File: src/rtl/fetch_issue_unit.sv
// Front-end fetch stage: PC, IF/ID register, load-use stall detection,
// post-redirect squashing and ecall/ebreak drain-to-halt sequencing.
module fetch_issue_unit #(
    parameter int              XLEN         = 32,
    parameter logic [XLEN-1:0] RESET_PC     = '0,
    parameter int              FLUSH_SLOTS  = 1,
    parameter int              DRAIN_CYCLES = 3
) (
    input  logic            clk,
    input  logic            rst_n,
    output logic [XLEN-1:0] imem_addr,
    input  logic [31:0]     imem_rdata,
    input  logic            imem_valid,
    input  logic            redirect_valid,
    input  logic [XLEN-1:0] redirect_target,
    input  logic            ex_mem_read,
    input  logic [4:0]      ex_rd,
    input  logic            halt_req,
    output logic [31:0]     Instruction,
    output logic [XLEN-1:0] id_pc,
    output logic [XLEN-1:0] id_pc_plus4,
    output logic            Stall,
    output logic            Jumpp,
    output logic            halted
);

    localparam logic [31:0] NOP        = 32'h0000_0013;
    localparam logic [6:0]  OP_LUI     = 7'b0110111;
    localparam logic [6:0]  OP_AUIPC   = 7'b0010111;
    localparam logic [6:0]  OP_JAL     = 7'b1101111;
    localparam logic [6:0]  OP_RTYPE   = 7'b0110011;
    localparam logic [6:0]  OP_STORE   = 7'b0100011;
    localparam logic [6:0]  OP_BRANCH  = 7'b1100011;
    localparam logic [1:0]  SQ_INIT    = 2'(FLUSH_SLOTS - 1);
    localparam logic [2:0]  DRAIN_LAST = 3'(DRAIN_CYCLES - 1);

    typedef enum logic [1:0] {
        RUN        = 2'd0,
        HALT_DRAIN = 2'd1,
        HALTED     = 2'd2
    } state_t;

    state_t          state, state_d;
    logic [XLEN-1:0] pc, pc_d;
    logic [31:0]     instr_d;
    logic [XLEN-1:0] id_pc_d;
    logic            id_valid, id_valid_d;
    logic [1:0]      squash_cnt, squash_d;
    logic [2:0]      drain_cnt, drain_d;

    logic [6:0] opcode;
    logic [4:0] rs1, rs2;
    logic       rs1_used, rs2_used;
    logic       unused_target_lsb;

    assign unused_target_lsb = &{1'b0, redirect_target[1:0]};

    assign opcode   = Instruction[6:0];
    assign rs1      = Instruction[19:15];
    assign rs2      = Instruction[24:20];
    assign rs1_used = !(opcode == OP_LUI || opcode == OP_AUIPC ||
                        opcode == OP_JAL);
    assign rs2_used = (opcode == OP_RTYPE || opcode == OP_STORE ||
                       opcode == OP_BRANCH);

    assign Stall = id_valid && ex_mem_read && (ex_rd != 5'd0) &&
                   ((rs1_used && ex_rd == rs1) ||
                    (rs2_used && ex_rd == rs2));

    assign imem_addr   = pc;
    assign id_pc_plus4 = id_pc + XLEN'(4);
    assign Jumpp       = ~id_valid;
    assign halted      = (state == HALTED);

    always_comb begin
        state_d    = state;
        pc_d       = pc;
        instr_d    = Instruction;
        id_pc_d    = id_pc;
        id_valid_d = id_valid;
        squash_d   = squash_cnt;
        drain_d    = drain_cnt;
        unique case (state)
            RUN: begin
                if (halt_req) begin
                    state_d    = HALT_DRAIN;
                    drain_d    = '0;
                    instr_d    = NOP;
                    id_valid_d = 1'b0;
                end else if (redirect_valid) begin
                    pc_d       = {redirect_target[XLEN-1:2], 2'b00};
                    instr_d    = NOP;
                    id_valid_d = 1'b0;
                    squash_d   = SQ_INIT;
                end else if (Stall) begin
                    // hold pc and IF/ID until the load leaves EX
                end else if (!imem_valid) begin
                    instr_d    = NOP;
                    id_valid_d = 1'b0;
                end else begin
                    pc_d    = pc + XLEN'(4);
                    id_pc_d = pc;
                    if (squash_cnt != 2'd0) begin
                        squash_d   = squash_cnt - 2'd1;
                        instr_d    = NOP;
                        id_valid_d = 1'b0;
                    end else begin
                        instr_d    = imem_rdata;
                        id_valid_d = 1'b1;
                    end
                end
            end
            HALT_DRAIN: begin
                instr_d    = NOP;
                id_valid_d = 1'b0;
                if (drain_cnt == DRAIN_LAST) state_d = HALTED;
                else drain_d = drain_cnt + 3'd1;
            end
            HALTED: begin
                id_valid_d = 1'b0;
            end
            default: state_d = RUN;
        endcase
    end

    always_ff @(posedge clk or negedge rst_n) begin
        if (!rst_n) begin
            state       <= RUN;
            pc          <= RESET_PC;
            Instruction <= NOP;
            id_pc       <= '0;
            id_valid    <= 1'b0;
            squash_cnt  <= '0;
            drain_cnt   <= '0;
        end else begin
            state       <= state_d;
            pc          <= pc_d;
            Instruction <= instr_d;
            id_pc       <= id_pc_d;
            id_valid    <= id_valid_d;
            squash_cnt  <= squash_d;
            drain_cnt   <= drain_d;
        end
    end

endmodule
File: config.mk
export PLATFORM = sky130hd
export DESIGN_NAME = fetch_issue_unit
export DESIGN_NICKNAME = d
export VERILOG_FILES = /design/src/rtl/fetch_issue_unit.sv
export SDC_FILE = /design/constraint.sdc
export NUM_CORES = 1
export LEC_CHECK = 0
export ABC_AREA = 0
export CAP_MARGIN = 20
export CORE_MARGIN = 10
export CORE_UTILIZATION = 51
export CTS_BUF_LIST = sky130_fd_sc_hd__clkbuf_2 sky130_fd_sc_hd__clkbuf_4 sky130_fd_sc_hd__clkbuf_8
export DETAILED_ROUTE_END_ITERATION = 16
export PLACE_DENSITY_LB_ADDON = 0.05
export RECOVER_POWER = 25
export SYNTH_ARGS = -nofsm -noshare
export SYNTH_HDL_FRONTEND = slang
export SYNTH_SLANG_ARGS = --single-unit
File: constraint.sdc
create_clock -name clk -period 6.7 [get_ports clk]
set_input_delay 0.67 -clock clk [delete_from_list [all_inputs] [get_ports clk]]
set_output_delay 0.67 -clock clk [all_outputs]
set_load 0.02 [all_outputs]
Yosys cells after proc, flatten, opt, wreduce, memory -nomap -nowiden
Cells that the tools add are included.
{"block": "op_classes", "add_sub_neg": 4, "n_eq_ne": 16, "mux": 25, "bitwise": 5, "reduce_logical": 26}
{"operator": "32-bit 2-to-1 mux", "n": 8}
{"operator": "32-bit by 3-bit adder with 32-bit output, second input constant", "n": 2}
{"operator": "32-bit one-hot mux with 2 select lines", "n": 1}
{"operator": "7-bit by 6-bit == test with 1-bit output, second input constant", "n": 3}
{"operator": "7-bit == test, second input constant", "n": 2}
{"operator": "2-bit 2-to-1 mux", "n": 6}
{"operator": "5-bit == test", "n": 2}
{"operator": "5-bit AND reduction", "n": 2}
{"operator": "2-bit nonzero test", "n": 5}
{"operator": "2-bit inequality test, second input constant", "n": 4}
{"operator": "7-bit by 5-bit == test with 1-bit output, second input constant", "n": 1}
{"operator": "3-bit 2-to-1 mux", "n": 2}
{"operator": "2-bit one-hot mux with 3 select lines", "n": 1}
{"operator": "3-bit one-hot mux with 2 select lines", "n": 1}
{"operator": "3-bit AND reduction", "n": 2}
{"operator": "1-bit logical AND", "n": 5}
{"operator": "1-bit logical OR", "n": 5}
{"operator": "1-bit 2-to-1 mux", "n": 5}
{"operator": "1-bit inverter", "n": 5}
{"operator": "5-bit nonzero test", "n": 1}
{"operator": "4-bit inequality test, second input constant", "n": 1}
{"operator": "2-bit AND reduction", "n": 2}
{"operator": "4-bit AND reduction", "n": 1}
{"operator": "3-bit by 1-bit adder with 3-bit output, second input constant", "n": 1}
{"operator": "8 further kinds", "n": 8}
{"block": "word_totals", "reg_bits": 104, "in_bits": 75, "output_inout_bits": 131, "word_cells": 83}

Longest topological paths before layout
Gate-level depths: netlist of run 1.
{"block": "depth", "depth_word": 11, "ltp_mapped": 10, "depth_no_buf": 8}

Worst setup path before layout of run 1
No wires, ideal clock.
{"block": "synth_timing", "path_type": "reg2out", "startpoint": "register id_pc[2]", "endpoint": "output id_pc_plus4[20]", "t_arrival_ps": 2104, "required_time_ps": 6030, "path_slack_ps": 3926, "path_stages_with_launch": 9, "n_path_buf": 1, "path_cell_list": "dfrtp_1 > ha_1 > nand3_1 > nor2_1 > and4_1 > and2_1 > clkbuf_1 > nand4_1 > xnor2_1"}
{"block": "synth_via", "elab_chain_len": 1}
{"item": "start, declared", "line": "20", "source": "output logic [XLEN-1:0] id_pc,"}
{"item": "start signal, assigned", "line": "139", "source": "id_pc <= id_pc_d;"}
{"item": "32-bit by 3-bit adder with 32-bit output", "line": "71", "source": "assign id_pc_plus4 = id_pc + XLEN'(4);"}
{"item": "end, declared", "line": "21", "source": "output logic [XLEN-1:0] id_pc_plus4,"}
Every way passes these cells.

Final worst setup path of run 1
Same ends and word-level chain as after synthesis.

==> impl_results.md, run 1 <==
- Run status: finished, violations left
- Failing checks: max-capacitance violations, max-slew violations
- DR vias/cell: about 5.6
- Capturing point of the worst reg2reg path: squash_cnt[0]
- DPL Wire Length: approximately 13 mm
- Minimum hold slack: approximately 0.53 ns
- Wire length of the first global-routing pass: 28.0 mm
- Max VDD drop: approximately 0.09 mV
- Worst hold path depth: 2
- Top area cells in the synthesized netlist: dfrtp_1 42%, mux2_4 7.8%, mux2i_1 6.2%
- Count of max-cap constraint violations: 1
- Post-route setup slack: about 3 ns
- Number of warnings issued by yosys: 0
- First-iteration detailed-routing DRC count: about 320
- Endpoints failing hold: 0
- Number of primary I/O pins: 206
- Synth Area per Inst: 9.81 um2
- Worst path arrival time: 3.08 ns
- Max frequency: between 0.2 and 0.3 GHz
- Met2 Use GR: 0.355
- Nature of the critical path startpoint: register
- Horizontal die dimension: roughly 130 um
- Final period utilization: 0.560
- Fin. max-slew vios: 47
- Capturing element type of the critical path: output port
- Post-CTS Setup Inserts: 0
- Largest net degree at the start of global routing: 56
- Cell count after synthesis: a little under 600
- Hold Crit Endpoint: Instruction[13]
- Clock Tree Buf Depth: 2
- Most frequently used flop master after synthesis: dfrtp_1
- CTS Hold Bufs: 0
- Detailed-route wire length: about 17 mm
- Required time of the worst setup path: 6.03 ns
- Number of buffers created by CTS: 9
- Mean routed wirelength per cell: between 15 and 20 um
- Via count of the first global-routing pass: roughly 5400
- Met1 Resource Use GR: 0.240
- Fraction of layout cells with a size suffix above 1: 0.0880
- Final net count: between 800 and 900
- Worst-case setup slack after placement: around 3 ns
- Synthesis-to-finish area growth: 38.9%
- Number of inserted diodes: 0
- Unrepaired setup endpoints after global routing: no
- Start-to-end type of the worst setup path: reg -> out
- Cell area after synthesis: 5800 um2
- Fraction of the yosys area taken by sequential cells: 0.432
- Depth of the CTS H-tree: 3
- Register-to-register setup slack: between 3 and 4 ns
- Depth of the worst register-to-register path: 8
- Min-delay worst type: reg -> reg
- Initial antenna violation count: 0
- Grt total ovfl: 0
- Antenna-violating nets left: 0
- Share of flip-flops with an asynchronous set or reset after synthesis: 1.00
- Area of all placed cells without fillers: about 8100 um2
- Clock edge transition at the registers on the reported setup and hold paths: about 0.1 ns
- Lkg Pwr: approximately 3.3 nW
- Worst-Margin Slew: between 2 and 3 ns
- Yosys top cell area share: 0.418
- Area of the die: between 15000 and 20000 um2
- Total negative setup slack: 0 ns
- Top Usage Layer GRT: met2
- FF-to-FF Start: state[0]
- Clock tree from TritonCTS: yes
- Slew headroom: -0.733
- Post-synthesis cell type count: 53
- Global-route usage over all layers: 0.208
- Clock network latency to the later pin of the worst-skew pair: roughly 0.38 ns
- Clock tree skew after final layout: ~0.018 ns
- Final Wtd Congestion: ~0.82
- CP max FO: 7
- Number of placement rows: 38
- Grt met3 use: 0.0825
- Initial Utilization: 0.528
- Height of the chip: 127 um
- Power per unit of standard cell area: ~130 nW/um2
- Number of enable-type register cells in the synthesized netlist: 0
- IO buf count: roughly 200
- Count of vias placed by the detailed router: between 5000 and 6000
- Critical hold path startpoint: Instruction[13]
- Total iterations of the first detailed-routing run: 4
- Final setup violating endpoints: 0
- Total of cells resized after clock tree synthesis: 0
- Area of the placeable core: about 11000 um2
- Count of unresolved DRC violations after routing: 0
- Num Clock Sinks: 100
- Placed instance area: 7840 um2
- Synthesized flop and latch total: 100
- Min Tclk post-route: 3.75 ns
- Cell at the root of the clock tree: clkbuf_8
- Largest area contributor in the netlist: dfrtp_1
[metrics by stage]
| step | std cells | util | power [mW] |
|---|---|---|---|
| floorplan | 596 | - | 0.630 |
| global placement | 907 | 0.714 | 0.688 |
| detailed placement | 907 | 0.714 | 0.688 |
| CTS | 923 | 0.733 | 1.09 |
| global route | 924 | 0.734 | 1.12 |
| finish | 924 | 0.734 | 1.09 |
[per-layer routing]
metal | vias to the layer above | part of all wire | routed length, um
li1 | 2447 | - | -
met1 | 2526 | 0.40 | 6890
met3 | 8 | 0.11 | 1920
met5 | - | 0 | 0
met2 | 209 | 0.49 | 8480
met4 | 0 | 0.0059 | 102
[cell families (layout without fill, tap and decap cells)]
logic type,count (synthesis),after routing,synth area share
flip-flops,100,100,0.432
other,1,6,0.000646
AND/OR/NAND/NOR,210,210,0.183
AO/OA/AOI/OAI,87,87,0.0999
buffers and inverters,76,264,0.0600
multiplexers,70,70,0.148
XOR/XNOR,38,38,0.0574
adder cells (fa/ha/maj),9,9,0.0194
[Yosys cell counts, types with 7 or more instances]
cell      instances
mux2i_1          36
xnor2_1          28
nor3_1           14
or4_1            10
a32oi_1           8
buf_4             7
mux2_4           30
o22ai_1           9
clkbuf_1         11
nor2_1           31
o21ai_0          14
nand2_1          67
nand4_1          14
ha_1              9
xor2_1           10
a21oi_1          22
buf_2            11
inv_1            44
nand3_1          41
dfrtp_1          97
[worst max-delay path by stage]
stage / start / to / slack (ns)
after floorplan: id_pc[2] / id_pc_plus4[20] / 3.93
after global placement: redirect_valid / squash_cnt[0] / 3.03
after detailed placement: redirect_valid / Instruction[21] / 2.99
after CTS: id_pc[2] / id_pc_plus4[20] / 2.94
after global routing: id_pc[2] / id_pc_plus4[20] / 2.82
final: id_pc[2] / id_pc_plus4[20] / 2.95
[power by group]
part	switching, mW	leakage [nW]	internal (mW)
Sequential	0.0000000000891	1.37	0.603
Clock	0.212	0.108	0.197
Combinational	0.0321	1.79	0.0409
[critical path, stage by stage, from the launching register on]
cell and delay (ns):
dfrtp_1 0.43, ha_1 0.21, nand3_1 0.15, nor2_1 0.33
and4_1 0.28, and2_1 0.31, nand4_1 0.18, xnor2_1 0.18
clkdlybuf4s50_1 0.63
[cell usage in the layout (no fill, tap or decap), drive strengths merged, types with 10 or more instances in the layout]
| cell type | synthesis | final |
|---|---|---|
| mux2i | 36 | 36 |
| inv | 44 | 44 |
| mux2 | 34 | 34 |
| a21oi | 24 | 24 |
| nand3 | 41 | 41 |
| nand4 | 14 | 14 |
| xor2 | 10 | 10 |
| or4 | 10 | 10 |
| xnor2 | 28 | 28 |
| o21ai | 14 | 14 |
| nor3 | 14 | 14 |
| clkbuf | 11 | 14 |
| dfrtp | 97 | 97 |
| nand2 | 67 | 67 |
| nor2 | 31 | 31 |
| clkdlybuf4s50 | 0 | 196 |
[area by class of cell]
| type | instances | area, um2 |
|---|---|---|
| tap | 140 | 175 |
| sequential | 100 | 2510 |
| timing repair buffer | 204 | 2030 |
| fill | 815 | 2920 |
| inverter | 44 | 165 |
| clock inverter | 3 | 47.5 |
| multi-input combinational | 420 | 2980 |
| clock buffer | 13 | 160 |
[sequential cells by signal (all words and copies together), names as in the netlist]
signal,cells
state,2
id_pc,30
id_valid,1
imem_addr,30
drain_cnt,3
Instruction,32
squash_cnt,2
(Power assumes the default switching activity.)
==> run 2: changes to the inputs <==
--- a/config.mk
+++ b/config.mk
@@ -8,7 +8,7 @@
 export ABC_AREA = 0
 export CAP_MARGIN = 20
 export CORE_MARGIN = 10
-export CORE_UTILIZATION = 51
+export CORE_UTILIZATION = 47
 export CTS_BUF_LIST = sky130_fd_sc_hd__clkbuf_2 sky130_fd_sc_hd__clkbuf_4 sky130_fd_sc_hd__clkbuf_8
 export DETAILED_ROUTE_END_ITERATION = 16
 export PLACE_DENSITY_LB_ADDON = 0.05
==> constraint.sdc (replaced) <==
create_clock -name clk -period 3.6 [get_ports clk]
set_input_delay 0.36 -clock clk [delete_from_list [all_inputs] [get_ports clk]]
set_output_delay 0.36 -clock clk [all_outputs]
set_load 0.02 [all_outputs]
==> run 2 against run 1 <==
The run still ends with max-capacitance violations, max-slew violations left. Design area grew 1.3%. Sequential power grew 86%. Setup slack lost 2.7 ns. Register-to-register slack lost 3.0 ns. Combinational power grew 92%. Global-route usage shrank 1.0 points. Flip-flop and latch count is the same. Critical endpoint is now id_pc_plus4[24]. Largest power group unchanged.
==> impl_results.md, run 2 (synthesized netlist as in run 1, its figures left out) <==
- Grt total ovfl: 0 (unchanged)
- Final Wtd Congestion: 0.790 (was 0.822)
- Slew headroom: -0.192 (was -0.733)
- IO buf count: 197 (unchanged)
- CP max FO: 7 (unchanged)
- Mean routed wirelength per cell: 18.0 um (was 18.8 um)
- Area of all placed cells without fillers: 8160 um2 (was 8060 um2)
- Height of the chip: 131 um (was 127 um)
- Register-to-register setup slack: 0.69 ns (was 3.69 ns)
- Area taken by flip-flops and latches: 2510 um2 (unchanged)
- Final core utilization: 0.677 (was 0.734)
- Most common cell after layout, fill and taps aside: clkdlybuf4s50_1 (unchanged)
- Register with the most flip-flops: Instruction (unchanged)
- Nature of the critical path startpoint: register (unchanged)
- Horizontal die dimension: 131 um (was 127 um)
- Number of buffers created by CTS: 9 (unchanged)
- Failing checks: max-capacitance violations, max-slew violations (unchanged)
- Clock tree from TritonCTS: yes (unchanged)
- Worst-Margin Slew: 1.79 ns (was 2.60 ns)
- Worst path arrival time: 3.02 ns (was 3.08 ns)
- Count of vias placed by the detailed router: 5184 (was 5190)
- DPL Wire Length: 13.0 mm (was 12.8 mm)
- Clock network latency to the later pin of the worst-skew pair: 0.37 ns (was 0.38 ns)
- Number of placement rows: 40 (was 38)
- Run status: finished, violations left (unchanged)
- Flip-flop count of the largest register, all copies and words added: 32 (unchanged)
- Fraction of layout cells with a size suffix above 1: 0.0960 (was 0.0880)
- Wire length of the first global-routing pass: 27.2 mm (was 28.0 mm)
- Number of primary I/O pins: 206 (unchanged)
- Area of the placeable core: 12100 um2 (was 11000 um2)
- Initial Utilization: 0.481 (was 0.528)
- Final period utilization: 0.938
- First-iteration detailed-routing DRC count: 343 (was 324)
- Critical-path cell with the highest stage delay: clkdlybuf4s50_1 (unchanged)
- Worst-case setup slack after placement: 0.518 ns (was 2.99 ns)
- Crit path largest cell delay: 0.64 ns (was 0.63 ns)
- Depth of the CTS H-tree: 3 (unchanged)
- Total iterations of the first detailed-routing run: 5 (was 4)
- Detailed-route wire length: 17.3 mm (was 17.4 mm)
- Fill cells: 984 (was 815)
- Min Tclk post-route: around 3.4 ns
- Count of unresolved DRC violations after routing: 0 (unchanged)
- Final net count: 871 (was 863)
- Endpoints failing hold: 0 (unchanged)
- Fin. max-slew vios: 70 (was 47)
- Clock edge transition at the registers on the reported setup and hold paths: 0.10 ns (about the same)
- Placed instance area: 7930 um2 (was 7840 um2)
- Power per unit of standard cell area: 255 nW/um2 (was 135 nW/um2)
- Final setup violating endpoints: 0 (unchanged)
- Initial antenna violation count: 0 (unchanged)
- Multi-input gate area: 2980 um2 (about the same)
- Min-delay worst type: in -> async (was reg -> reg)
- Unrepaired setup endpoints after global routing: no (unchanged)
- Antenna-violating nets left: 0 (unchanged)
- Final Power: 2.08 mW (was 1.09 mW)
- Area of the die: 17200 um2 (was 16000 um2)
- Number of inserted diodes: 0 (unchanged)
- Count of max-cap constraint violations: 1 (unchanged)
- Capturing element type of the critical path: output port (unchanged)
- Num Clock Sinks: 100 (unchanged)
- Post-route setup slack: 0.225 ns (was 2.95 ns)
- Synthesis-to-finish area growth: 40.7% (was 38.9%)
- Clock tree skew after final layout: 0.00739 ns (was 0.0176 ns)
- Required time of the worst setup path: 3.24 ns (was 6.03 ns)
- Lkg Pwr: 3.31 nW (was 3.27 nW)
- Total negative setup slack: 0 ns (unchanged)
- Largest net degree at the start of global routing: 81 (was 56)
- Cells along the critical path: ha_1, nand3_1, nor2_1, and4_1, and2_1, nor2b_1, xnor2_1, clkdlybuf4s50_1 (was ha_1, nand3_1, nor2_1, and4_1, and2_1, nand4_1, xnor2_1, clkdlybuf4s50_1)
- Max VDD drop: 0.228 mV (was 0.0914 mV)
- Start-to-end type of the worst setup path: reg -> out (unchanged)
- Commonest cells after routing, fill and taps aside: 196 x clkdlybuf4s50_1, 97 x dfrtp_1, 67 x nand2_1 (unchanged)
- Cell at the root of the clock tree: clkbuf_8 (unchanged)
- DR vias/cell: 5.40 (was 5.62)
- Max frequency: 0.296 GHz
- Global-route usage over all layers: 0.198 (was 0.208)
- Clock Tree Buf Depth: 2 (unchanged)
- Via count of the first global-routing pass: 5292 (was 5449)
-- run 2: layer usage --
layer,share of wire,global-route usage,up-vias
li1,-,-,2465
met3,0.099,0.0748,23
met4,0.015,0.0549,0
met2,0.48,0.328,189
met1,0.41,0.236,2507
met5,0,0,-
-- run 2: worst paths after layout --
kind | to | start | cells after the start
min in group clk | Instruction[22] | imem_rdata[22] | 3
max | id_pc_plus4[24] | id_pc[2] | 8
min | id_pc[11] | rst_n | 2
max in group asynchronous | Instruction[6] | rst_n | 4
max reg2reg | id_pc[25] | Instruction[0] | 6
min reg2reg | drain_cnt[0] | drain_cnt[0] | 1
-- run 2: power breakdown --
part / internal [mW] / switching [mW] / total [mW] / leakage, nW
Sequential: 1.12 / 0.000000000184 / 1.12 / 1.37
Combinational: 0.0791 / 0.0609 / 0.140 / 1.82
Clock: 0.397 / 0.420 / 0.817 / 0.110
-- run 2: final cells by class --
cell class / count / area share
flip-flops and latches: 100 / 0.307
multi-input cells: 420 / 0.365
clock inverters: 7 / 0.0121
well taps: 168 / 0.0258
repair buffers: 212 / 0.254
inverters: 44 / 0.0202
clock buffers: 9 / 0.0152
-- run 2: worst max-delay path: cells and delay by family (launching register included) --
family / cells / cell delay, ns
adders and majority gates: 1 / 0.21
xor gates and xnor gates: 1 / 0.13
buffers and inverters: 1 / 0.64
and+or+nand+nor: 5 / 1.25
DFF: 1 / 0.42
-- run 2: what timing repair did --
item / 4_1_cts / 5_1_grt
endpoints found under the setup margin: 0 / 2
hold buffers: 0 / 1
endpoints found under the hold margin: 0 / 11
setup buffers: 0 / 0
resized for setup: 0 / 1
-- run 2: stage by stage --
stage          std cells  hold WS (ns)
3_3_place_gp         942         0.503
6_report             960         0.509
5_1_grt              960         0.516
2_1_floorplan        596        0.0644
4_1_cts              958         0.201
3_5_place_dp         942         0.518
==> RTL edit (flow settings as in run 2) <==
The parameter `XLEN` goes from 32 to 64.
--- a/src/rtl/fetch_issue_unit.sv
+++ b/src/rtl/fetch_issue_unit.sv
@@ -1,7 +1,7 @@
 // Front-end fetch stage: PC, IF/ID register, load-use stall detection,
 // post-redirect squashing and ecall/ebreak drain-to-halt sequencing.
 module fetch_issue_unit #(
-    parameter int              XLEN         = 32,
+    parameter int              XLEN         = 64,
     parameter logic [XLEN-1:0] RESET_PC     = '0,
     parameter int              FLUSH_SLOTS  = 1,
     parameter int              DRAIN_CYCLES = 3
Interface: changed (resized id_pc, id_pc_plus4, imem_addr and redirect_target); port bits go from 206 to 334. The function was not compared with the original's and may differ.
==> RTL edit against run 2 <==
  * Maximum frequency fell by 2.5%
  * Power rose by 62%
  * Sequential cell count grew 64
  * Highest routed layer is now met5
  * Setup slack lost 0.088 ns
  * Synthesized area is 68% higher
  * Hold slack worse by 0.070 ns
  * Wire length increased by 90%
  * Final area is 69% higher
  * The flow still finishes with violations (capacitance limit, slew limit)
==> RTL edit: results (changes against run 2) <==
- The number of nets in the layout is 1483 (+70%).
- The total of max-cap violations is 1 (unchanged).
- The met1 layer wirelength in the final routing is 13600 µm (+93%).
- The total detailed-routing wirelength came to 32900 µm (+90%).
- The routability-driven placement congestion ratio is 0.848 (+7.3%).
- The post-place setup slack came to 0.129 ns (-0.389 ns).
- The first-pass detailed-route iteration total is 5 (unchanged).
- The root buffer selected by CTS is clkbuf_8.
- The aggregate global-route resource usage is 23.7% (+3.9 points).
- The share of flip-flops with an asynchronous set or reset is 100% (unchanged).
- The routed wire length on met3 is 2510 µm (+47%).
- The startpoint of the most critical setup path is id_pc[14].
- The total number of H-tree levels is 4 (+1).
- The estimated wirelength of the detail-placed design is 24700 µm (+90%).
- The cell family contributing the most delay on the critical path is simple AND/OR/NAND/NOR gates.
- The fraction of synthesized area in multiplexers came to 11.1% (-3.7 points).
- The port buffer count is 325 (+65%).
- The initial antenna violation count is 9 (+9).
- The worst stage delay on the critical path is 0.66 ns (+0.02 ns).
- The buffer levels on the longest clock path was 2 (unchanged).
- The final-layout setup total negative slack is 0 ns (unchanged).
- The fraction of the mapped netlist area in adder cells is 1.15% (-0.79 points).
- The reg-to-reg critical path startpoint is Instruction[3].
- The number of DRC violations after detailed-routing iteration 0 was 722 (+110%).
- The complex-gate fraction of the synthesized area was 10.4% (+0.44 points).
- The total clock buffers created by CTS is 17 (+8).
- The sequential cell area fraction in the yosys report is 42.1% (-1.1 points).
- Sorting the synthesized cells by how often they occur yields 161 x dfrtp_1, 110 x nand2_1, 70 x nand3_1.
- The met2 wire length came to 16200 µm (+96%).
- The xor/xnor share of the synthesized area was 6.28% (+0.54 points).
- The setup violation total in the final timing report came to 0 (unchanged).
- The largest individual stage delay along the critical path comes from the cell or4_4.
- The slew at the pin closest to its max-slew limit came to 2.15 ns (+0.362 ns).
- In this run the most critical hold path is launched from imem_rdata[13].
- The CTS clock-pin slew for the worst setup and hold paths is 0.10 ns (about the same).
- The clock insertion delay at the later pin of the skew report came to 0.46 ns (+0.09 ns).
- The wire length of the first global-routing pass is 51300 µm (+89%).
- The count of unique library cells instantiated by Yosys was 70 (+32%).
- The most used flip-flop cell after synthesis is dfrtp_1.
- The maximum vdd ir drop is 0.202 mV (-12%).
- By area the synthesized netlist is led by dfrtp_1 41%, mux2_2 6.5%, nand2_1 4.2%.
- The final reports fail on capacitance limit, slew limit.
- The final setup skew is 0.0178 ns (+0.0104 ns).
- The largest net degree at the start of global routing is 85 (+4.9%).
- The fraction of layout instances using a drive strength above 1 was 12.5% (+2.9 points).
- The min-delay analysis places its worst path in the category input pin to register.
- The max-slew violation count is 85 (+21%).
- The cell leakage power is 5.80 nW (+75%).
- The number of warnings issued by yosys is 0 (unchanged).
- The data arrival at the endpoint of the critical path is 3.10 ns (+0.08 ns).
- The number of global-route vias before repair is 9128 (+72%).
- The highest layer touched by signal routing is met5.
- The routed via count is 9349 (+80%).
- The largest fanout of any net on the critical path is 4 (-3).
- The run finished, with violations left.
[RTL edit: per-stage QoR]
step / instances / total power, W / area (µm²)
4_1_cts: 1647 / 0.00341 / 13800
2_1_floorplan: 1048 / 0.00192 / 9780
5_1_grt: 1656 / 0.00349 / 13800
6_report: 1657 / 0.00337 / 13800
3_5_place_dp: 1614 / 0.00209 / 13400
3_3_place_gp: 1614 / 0.00208 / 13400
[RTL edit: report_power, final]
group               switching, W  leakage [nW]  internal, W
logic                  0.0000914          3.39     0.000114
clock network           0.000737         0.180     0.000591
registers      0.000000000000302          2.23      0.00184
[RTL edit: worst paths after layout]
kind / to / slack, ns / cells past startpoint
setup / recovery: id_pc_plus4[63] / 0.14 / 7
hold / removal: Instruction[13] / 0.44 / 3
setup reg to reg: id_pc[16] / 0.69 / 7
hold reg to reg: Instruction[30] / 0.52 / 2
max in group asynchronous: imem_addr[50] / 0.85 / 3
min in group asynchronous: id_pc[29] / 1.04 / 2
[RTL edit: worst min-delay path, cell delays in order]
cell             delay (ns)
clkdlybuf4s50_1        0.39
nand2_1                0.06
mux2i_1                0.06
[RTL edit: repair_timing]
item / in CTS / in global routing
gates resized for setup: 25 / 27
setup buffers: 0 / 3
setup endpoints to repair: 24 / 23
pin swaps: 0 / 1
hold buffers: 1 / 0
hold endpoints to repair: 31 / 0
[RTL edit: layout make-up]
type / instances / area [µm²]
fill: 1690 / 6540
multi-input combinational: 772 / 5240
timing repair buffer: 363 / 3540
tap: 270 / 338
clock inverter: 12 / 120
inverter: 49 / 184
antenna: 7 / 17.5
sequential: 164 / 4110
clock buffer: 20 / 263
[RTL edit: cell families after synthesis]
logic type               count (synthesis)
AND/OR/NAND/NOR                        443
XOR/XNOR                                70
AO/OA/AOI/OAI                          144
buffers and inverters                  112
flip-flops                             164
multiplexers                           100
other                                    1
adder cells (fa/ha/maj)                  9
[RTL edit: layer usage]
layer  vias to the layer above  track usage, %
li1                       4464               -
met1                      4515            29.7
met2                       325            39.0
met3                        41            6.18
met4                         4            7.68
met5                         -               0
